## src/rtl/fsm_leer_rtc_multi_pkg.sv

```systemverilog
// Shared types and constants for the RTC burst reader.
package fsm_leer_rtc_multi_pkg;

  localparam int RTC_DATA_W   = 8;
  localparam int RTC_NUM_REGS = 6;

  // Index 0 sits in the LSBs: seconds..year style register map at 0x21..0x26.
  localparam logic [RTC_NUM_REGS*RTC_DATA_W-1:0] RTC_DEF_ADDRS =
    {8'h26, 8'h25, 8'h24, 8'h23, 8'h22, 8'h21};

  typedef enum logic [3:0] {
    ST_IDLE     = 4'd0,
    ST_A_SETUP  = 4'd1,
    ST_A_STROBE = 4'd2,
    ST_A_HOLD   = 4'd3,
    ST_R_SETUP  = 4'd4,
    ST_R_STROBE = 4'd5,
    ST_R_HOLD   = 4'd6,
    ST_RAM_WR   = 4'd7,
    ST_FIN      = 4'd8
  } rtc_state_e;

  function automatic int max3(input int a, input int b, input int c);
    int m;
    m = (a > b) ? a : b;
    return (m > c) ? m : c;
  endfunction

endpackage

```

## src/rtl/fsm_leer_rtc_multi_bus_phase.sv

```systemverilog
// Bus phase timer: loaded with a sub-phase length, flags the final cycle of that sub-phase.
module fsm_leer_rtc_multi_bus_phase #(
  parameter int CW = 3
) (
  input  logic          clk,
  input  logic          reset,
  input  logic          load_i,
  input  logic [CW-1:0] len_i,
  output logic          phase_done_o
);

  logic [CW-1:0] cnt_q;

  // Down-counter; a value of 1 marks the last cycle of the current sub-phase.
  always_ff @(posedge clk or negedge reset) begin
    if (!reset) begin
      cnt_q <= '0;
    end else if (load_i) begin
      cnt_q <= len_i;
    end else if (cnt_q != '0) begin
      cnt_q <= cnt_q - CW'(1);
    end else begin
      cnt_q <= cnt_q;
    end
  end

  assign phase_done_o = (cnt_q == CW'(1));

endmodule

```

## src/rtl/fsm_leer_rtc_multi.sv

```systemverilog
// RTC burst reader: reads each masked RTC register over the multiplexed bus and
// copies the byte into display RAM at RAM_BASE+index.
module fsm_leer_rtc_multi
  import fsm_leer_rtc_multi_pkg::*;
#(
  parameter int                         NUM_REGS  = RTC_NUM_REGS,
  parameter int                         DATA_W    = RTC_DATA_W,
  parameter int                         RAM_AW    = 4,
  parameter int                         RAM_BASE  = 0,
  parameter logic [NUM_REGS*DATA_W-1:0] REG_ADDRS = RTC_DEF_ADDRS,
  parameter int                         T_SETUP   = 1,
  parameter int                         T_STROBE  = 4,
  parameter int                         T_HOLD    = 1
) (
  input  logic                clk,
  input  logic                reset,
  input  logic                start,
  input  logic [NUM_REGS-1:0] reg_mask,
  output logic                busy,
  output logic                done,
  output logic                a_d,
  output logic                cs,
  output logic                rd,
  output logic                wr,
  output logic [DATA_W-1:0]   ad_out,
  output logic                ad_oe,
  input  logic [DATA_W-1:0]   ad_in,
  output logic                ram_we,
  output logic [RAM_AW-1:0]   ram_addr,
  output logic [DATA_W-1:0]   ram_wdata
);

  localparam int CW = $clog2(max3(T_SETUP, T_STROBE, T_HOLD) + 1);
  localparam int IW = (NUM_REGS > 1) ? $clog2(NUM_REGS) : 1;

  rtc_state_e          state_q, state_d;
  logic [IW-1:0]       idx_q, idx_d;
  logic [NUM_REGS-1:0] mask_q, mask_d;
  logic [DATA_W-1:0]   byte_q, byte_d;
  logic                tmr_load_s;
  logic [CW-1:0]       tmr_len_s;
  logic                phase_done_s;
  logic [IW:0]         first_s, next_s;
  logic                addr_ph_s;

  logic                busy_q, done_q, a_d_q, cs_q, rd_q, wr_q, ad_oe_q, ram_we_q;
  logic                busy_d, done_d, a_d_d, cs_d, rd_d, wr_d, ad_oe_d, ram_we_d;
  logic [DATA_W-1:0]   ad_out_q, ad_out_d, ram_wdata_q, ram_wdata_d;
  logic [RAM_AW-1:0]   ram_addr_q, ram_addr_d;

  // Lowest set bit at or above 'from'; MSB of the result flags that one was found.
  function automatic logic [IW:0] scan_from(input logic [NUM_REGS-1:0] m, input int from);
    logic [IW:0] r;
    r = '0;
    for (int i = NUM_REGS - 1; i >= 0; i--) begin
      if (m[i] && (i >= from)) begin
        r = {1'b1, IW'(i)};
      end else begin
        r = r;
      end
    end
    return r;
  endfunction

  assign first_s = scan_from(reg_mask, 0);
  assign next_s  = scan_from(mask_q, int'(idx_q) + 1);

  fsm_leer_rtc_multi_bus_phase #(.CW(CW)) u_phase (
    .clk          (clk),
    .reset        (reset),
    .load_i       (tmr_load_s),
    .len_i        (tmr_len_s),
    .phase_done_o (phase_done_s)
  );

  // Next-state logic; every timed state loads the timer for the state it enters.
  always_comb begin
    state_d    = state_q;
    idx_d      = idx_q;
    mask_d     = mask_q;
    byte_d     = byte_q;
    tmr_load_s = 1'b0;
    tmr_len_s  = '0;
    case (state_q)
      ST_IDLE: begin
        if (start) begin
          mask_d = reg_mask;
          if (first_s[IW]) begin
            idx_d      = first_s[IW-1:0];
            state_d    = ST_A_SETUP;
            tmr_load_s = 1'b1;
            tmr_len_s  = CW'(T_SETUP);
          end else begin
            state_d = ST_FIN;
          end
        end else begin
          state_d = ST_IDLE;
        end
      end
      ST_A_SETUP: begin
        if (phase_done_s) begin
          state_d    = ST_A_STROBE;
          tmr_load_s = 1'b1;
          tmr_len_s  = CW'(T_STROBE);
        end else begin
          state_d = ST_A_SETUP;
        end
      end
      ST_A_STROBE: begin
        if (phase_done_s) begin
          state_d    = ST_A_HOLD;
          tmr_load_s = 1'b1;
          tmr_len_s  = CW'(T_HOLD);
        end else begin
          state_d = ST_A_STROBE;
        end
      end
      ST_A_HOLD: begin
        if (phase_done_s) begin
          state_d    = ST_R_SETUP;
          tmr_load_s = 1'b1;
          tmr_len_s  = CW'(T_SETUP);
        end else begin
          state_d = ST_A_HOLD;
        end
      end
      ST_R_SETUP: begin
        if (phase_done_s) begin
          state_d    = ST_R_STROBE;
          tmr_load_s = 1'b1;
          tmr_len_s  = CW'(T_STROBE);
        end else begin
          state_d = ST_R_SETUP;
        end
      end
      ST_R_STROBE: begin
        if (phase_done_s) begin
          byte_d     = ad_in;
          state_d    = ST_R_HOLD;
          tmr_load_s = 1'b1;
          tmr_len_s  = CW'(T_HOLD);
        end else begin
          state_d = ST_R_STROBE;
        end
      end
      ST_R_HOLD: begin
        if (phase_done_s) begin
          state_d = ST_RAM_WR;
        end else begin
          state_d = ST_R_HOLD;
        end
      end
      ST_RAM_WR: begin
        if (next_s[IW]) begin
          idx_d      = next_s[IW-1:0];
          state_d    = ST_A_SETUP;
          tmr_load_s = 1'b1;
          tmr_len_s  = CW'(T_SETUP);
        end else begin
          state_d = ST_FIN;
        end
      end
      ST_FIN:  state_d = ST_IDLE;
      default: state_d = ST_IDLE;
    endcase
  end

  // Outputs are decoded from the state being entered so the registered pins line up with it.
  always_comb begin
    addr_ph_s = (state_d == ST_A_SETUP) || (state_d == ST_A_STROBE) || (state_d == ST_A_HOLD);
    busy_d    = (state_d != ST_IDLE) && (state_d != ST_FIN);
    done_d    = (state_d == ST_FIN);
    a_d_d     = !addr_ph_s;
    ad_oe_d   = addr_ph_s;
    wr_d      = (state_d != ST_A_STROBE);
    rd_d      = (state_d != ST_R_STROBE);
    cs_d      = wr_d && rd_d;
    ram_we_d  = (state_d == ST_RAM_WR);
    if (addr_ph_s) begin
      ad_out_d = REG_ADDRS[int'(idx_d)*DATA_W +: DATA_W];
    end else begin
      ad_out_d = '0;
    end
    if (ram_we_d) begin
      ram_addr_d  = RAM_AW'(RAM_BASE) + RAM_AW'(idx_d);
      ram_wdata_d = byte_d;
    end else begin
      ram_addr_d  = ram_addr_q;
      ram_wdata_d = ram_wdata_q;
    end
  end

  // State, datapath and output registers; reset releases every strobe at once.
  always_ff @(posedge clk or negedge reset) begin
    if (!reset) begin
      state_q     <= ST_IDLE;
      idx_q       <= '0;
      mask_q      <= '0;
      byte_q      <= '0;
      busy_q      <= 1'b0;
      done_q      <= 1'b0;
      a_d_q       <= 1'b1;
      cs_q        <= 1'b1;
      rd_q        <= 1'b1;
      wr_q        <= 1'b1;
      ad_oe_q     <= 1'b0;
      ad_out_q    <= '0;
      ram_we_q    <= 1'b0;
      ram_addr_q  <= '0;
      ram_wdata_q <= '0;
    end else begin
      state_q     <= state_d;
      idx_q       <= idx_d;
      mask_q      <= mask_d;
      byte_q      <= byte_d;
      busy_q      <= busy_d;
      done_q      <= done_d;
      a_d_q       <= a_d_d;
      cs_q        <= cs_d;
      rd_q        <= rd_d;
      wr_q        <= wr_d;
      ad_oe_q     <= ad_oe_d;
      ad_out_q    <= ad_out_d;
      ram_we_q    <= ram_we_d;
      ram_addr_q  <= ram_addr_d;
      ram_wdata_q <= ram_wdata_d;
    end
  end

  assign busy      = busy_q;
  assign done      = done_q;
  assign a_d       = a_d_q;
  assign cs        = cs_q;
  assign rd        = rd_q;
  assign wr        = wr_q;
  assign ad_oe     = ad_oe_q;
  assign ad_out    = ad_out_q;
  assign ram_we    = ram_we_q;
  assign ram_addr  = ram_addr_q;
  assign ram_wdata = ram_wdata_q;

endmodule
```

## config.mk

```make
export PLATFORM = sky130hd
export DESIGN_NAME = fsm_leer_rtc_multi
export DESIGN_NICKNAME = d
export VERILOG_FILES = /design/src/rtl/fsm_leer_rtc_multi_pkg.sv /design/src/rtl/fsm_leer_rtc_multi_bus_phase.sv /design/src/rtl/fsm_leer_rtc_multi.sv
export SDC_FILE = /design/constraint.sdc
export NUM_CORES = 1
export LEC_CHECK = 0
export CORE_MARGIN = 10
export CORE_UTILIZATION = 35
export CTS_CLUSTER_SIZE = 8
export DETAILED_ROUTE_END_ITERATION = 6
export GPL_TIMING_DRIVEN = 0
export SYNTH_ARGS = -nofsm -noshare
export SYNTH_HDL_FRONTEND = slang
export SYNTH_HIERARCHICAL = 1
export SYNTH_SLANG_ARGS = --single-unit
```

## constraint.sdc

```tcl
create_clock -name clk -period 4.1 [get_ports clk]
set_input_delay 1.025 -clock clk [delete_from_list [all_inputs] [get_ports clk]]
set_output_delay 1.025 -clock clk [all_outputs]
set_load 0.01 [all_outputs]
```

==> metrics.txt <==
status=completed; Chip Height=104 um; Iter 0 DRT Violations=61; core area=6830 um2; Post-CTS Resized=0; post-route minimum period=3.39 ns; Post CTS Setup Buffer Count=0; global route overflow=0; Syn Std Cell Area=2470 um2; final hold violations=0; CTS tree=done; Slew headroom=0.529; Max stage delay on crit path=0.59 ns; r2r startpoint=idx_q[0]; Post-synth ARST share=1.00; Cell Area, Placed=3010 um2; routed wl met2=about 2400 um; synth warn=6; Global Route Usage Sum=0.100; Worst Path Buf+Inv=1; Worst Path Arrival=3.54 ns; Slew Limit Fails=0; Post-Syn Area per Cell=10.4 um2; GPL Wtd Cong=between 0.7 and 0.8; Critical-path top delay cell=or4_4; Via density=4.77; vias in the first global route=1,934; Worst Setup SP=reg_mask[1]; CTS buffer count=5; Hold Crit Start=ram_wdata[1]; FF+latch count, synth=47; Max FO, Critical Path=7; synthesis-to-layout area growth=26.7%; first-pass GRT wire length=9330 um; Clock Root Buffer=clkbuf_8; DRC Markers=0; leakage=roughly 1.4 nW; hold_buf cts=0; TritonRoute pass-1 iters=4; Top Metal Used=met4; met1 WL=2360 um; initial core utilization=0.362; Least-Margin Pin Slew=~0.70 ns; clk buf depth=2; die area=10,800 um2; delay-heaviest family, CP=simple AND/OR/NAND/NOR gates; fin crit share=0.827; Final #Nets=317; die width=roughly 100 um; # rows=30; DP HPWL=3900 um; share of layout cells above drive strength 1=0.182; Critical Path, Cell by Cell=clkdlybuf4s50_1 -> or4_4 -> o311ai_2 -> and2_4 -> nand2b_1 -> o21ai_0 -> nor4b_1 -> a221oi_1; critical path startpoint category=primary input; n_diodes=0; RSZ-0062 raised after global routing=no; share of the synthesized area in the top cell type=0.436; DR WL met3=between 200 and 300 um; PD cells=638 nW/um2; Mapped Cells=238; IO Pins=45; clock slew at reported path FFs=0.09 ns; Max rail drop VDD=0.243 mV; Seq/Total Area, Yosys=0.478; Non-Filler Cell Area, Final=3130 um2; setup violators final=0; Buffers on Ports=39; Fin Setup TNS=0 ns; top post-synthesis cells by area=dfrtp_1 (44%), mux2_2 (6.8%), nand2_1 (5.5%); routed length per instance=13.1 um; critical path data required time=4.25 ns; # fillers=roughly 660; largest net degree at the start of global routing=37; worst setup path class=primary input to flop; initial antenna violation count=0; Hold/Removal Path Class=flop to flop; Most used DFF post-synth=dfrtp_1; post-detailed-routing wire length=around 5100 um; CTS H-tree lvls=2; Peak Freq=around 300 MHz; post-synth cell types=60; clk sinks=between 40 and 50; via count=1,846; number of synthesized flops with an enable pin=0; Clock Latency Late Sink=roughly 0.30 ns; Routed Antenna Nets=0; cell accounting for the most synthesized area=dfrtp_1; # Max-Cap Violations=0; endpoint type of the worst setup path=flop; worst-case clock skew=0.00499 ns
## cells in the final DEF (no fill, tap or decap), types with 4 or more instances in the layout
cell,instances
inv_1,11
dfrtp_1,43
a21oi_1,11
mux2_2,15
ha_1,10
nand2_1,36
clkbuf_8,5
conb_1,6
o21ai_0,10
clkdlybuf4s50_1,38
nor2b_1,5
clkbuf_1,4
buf_4,5
dfstp_2,4
nor2_1,14
nand2b_1,4
## final timing paths
check	endpoint	slack, ns	cells after the start
setup / recovery	u_phase/cnt_q[0]	0.71	8
hold / removal	ram_wdata[1]	0.49	2
setup reg to reg	u_phase/cnt_q[0]	1.22	9
hold reg to reg	ram_wdata[1]	0.49	2
max in group asynchronous	cs	2.94	2
min in group asynchronous	idx_q[0]	0.61	1
## worst reg2reg max path, cell delays in order (launching register included)
cell and delay, ns:
dfrtp_1 0.46, inv_1 0.09, ha_1 0.34, and2_1 0.17, a2111oi_0 0.45, o211ai_1 0.30, nand2b_1 0.22, o21ai_0 0.28
nor4b_1 0.36, a221oi_1 0.08
## state kept, by name (all words and copies together) (netlist names), 3 cells and up
register and flops:
ram_addr 3, idx_q 3, byte_q 8, u_phase/cnt_q 3
ram_wdata 8, ad_out 4, mask_q 6, state_q 4
## stage by stage
| stage | utilization | total power, mW | hold WS, ns | setup slack [ns] | std cells |
|---|---|---|---|---|---|
| 2_1_floorplan | - | 1.38 | 0.472 | 1.20 | 243 |
| 3_5_place_dp | 0.441 | 1.67 | 0.468 | 0.376 | 379 |
| 6_report | 0.458 | 2.00 | 0.485 | 0.711 | 387 |
| 5_1_grt | 0.458 | 2.18 | 0.521 | 0.561 | 387 |
| 4_1_cts | 0.458 | 2.02 | 0.491 | 0.684 | 387 |
| 3_3_place_gp | 0.439 | 1.65 | 0.461 | 0.383 | 378 |
## synth_stat cells, types with 5 or more instances
| library cell | number |
|---|---|
| mux2_2 | 15 |
| nor2b_1 | 5 |
| nor2_1 | 14 |
| o21ai_0 | 10 |
| a21oi_1 | 11 |
| inv_1 | 11 |
| buf_4 | 5 |
| ha_1 | 10 |
| dfrtp_1 | 43 |
| nand2_1 | 36 |
## kinds of logic after synthesis
logic type      Yosys count  synth area share
xor+xnor                  3            0.0106
mux                      17            0.0765
buf+inv                  27            0.0562
fa+ha+maj                10            0.0507
other cells               1           0.00152
simple gates             86             0.187
flops                    47             0.478
compound gates           47             0.139
## area by class of cell
type / instances / area [um2] / share of cell area
sequential: 47 / 1180 / 0.377
multi-input combinational: 169 / 1170 / 0.373
timing repair buffer: 40 / 405 / 0.130
tap: 96 / 120 / 0.0384
buffer: 14 / 88.8 / 0.0284
clock buffer: 5 / 68.8 / 0.0220
inverter: 13 / 50.0 / 0.0160
clock inverter: 3 / 46.3 / 0.0148
## metal layers
| layer | global-route usage | vias to the layer above |
|---|---|---|
| met2 | 0.159 | 49 |
| met4 | 0.0278 | 0 |
| met3 | 0.0310 | 9 |
| li1 | - | 920 |
| met5 | 0 | - |
| met1 | 0.128 | 868 |
## where the power goes
| group | internal [mW] | total, mW | switching, mW |
|---|---|---|---|
| Combinational | 0.444 | 0.913 | 0.470 |
| Sequential | 0.637 | 0.738 | 0.101 |
| Clock | 0.184 | 0.346 | 0.162 |
| Total | 1.26 | 2.00 | 0.733 |
Note: power is estimated with default switching activity, not from simulation.
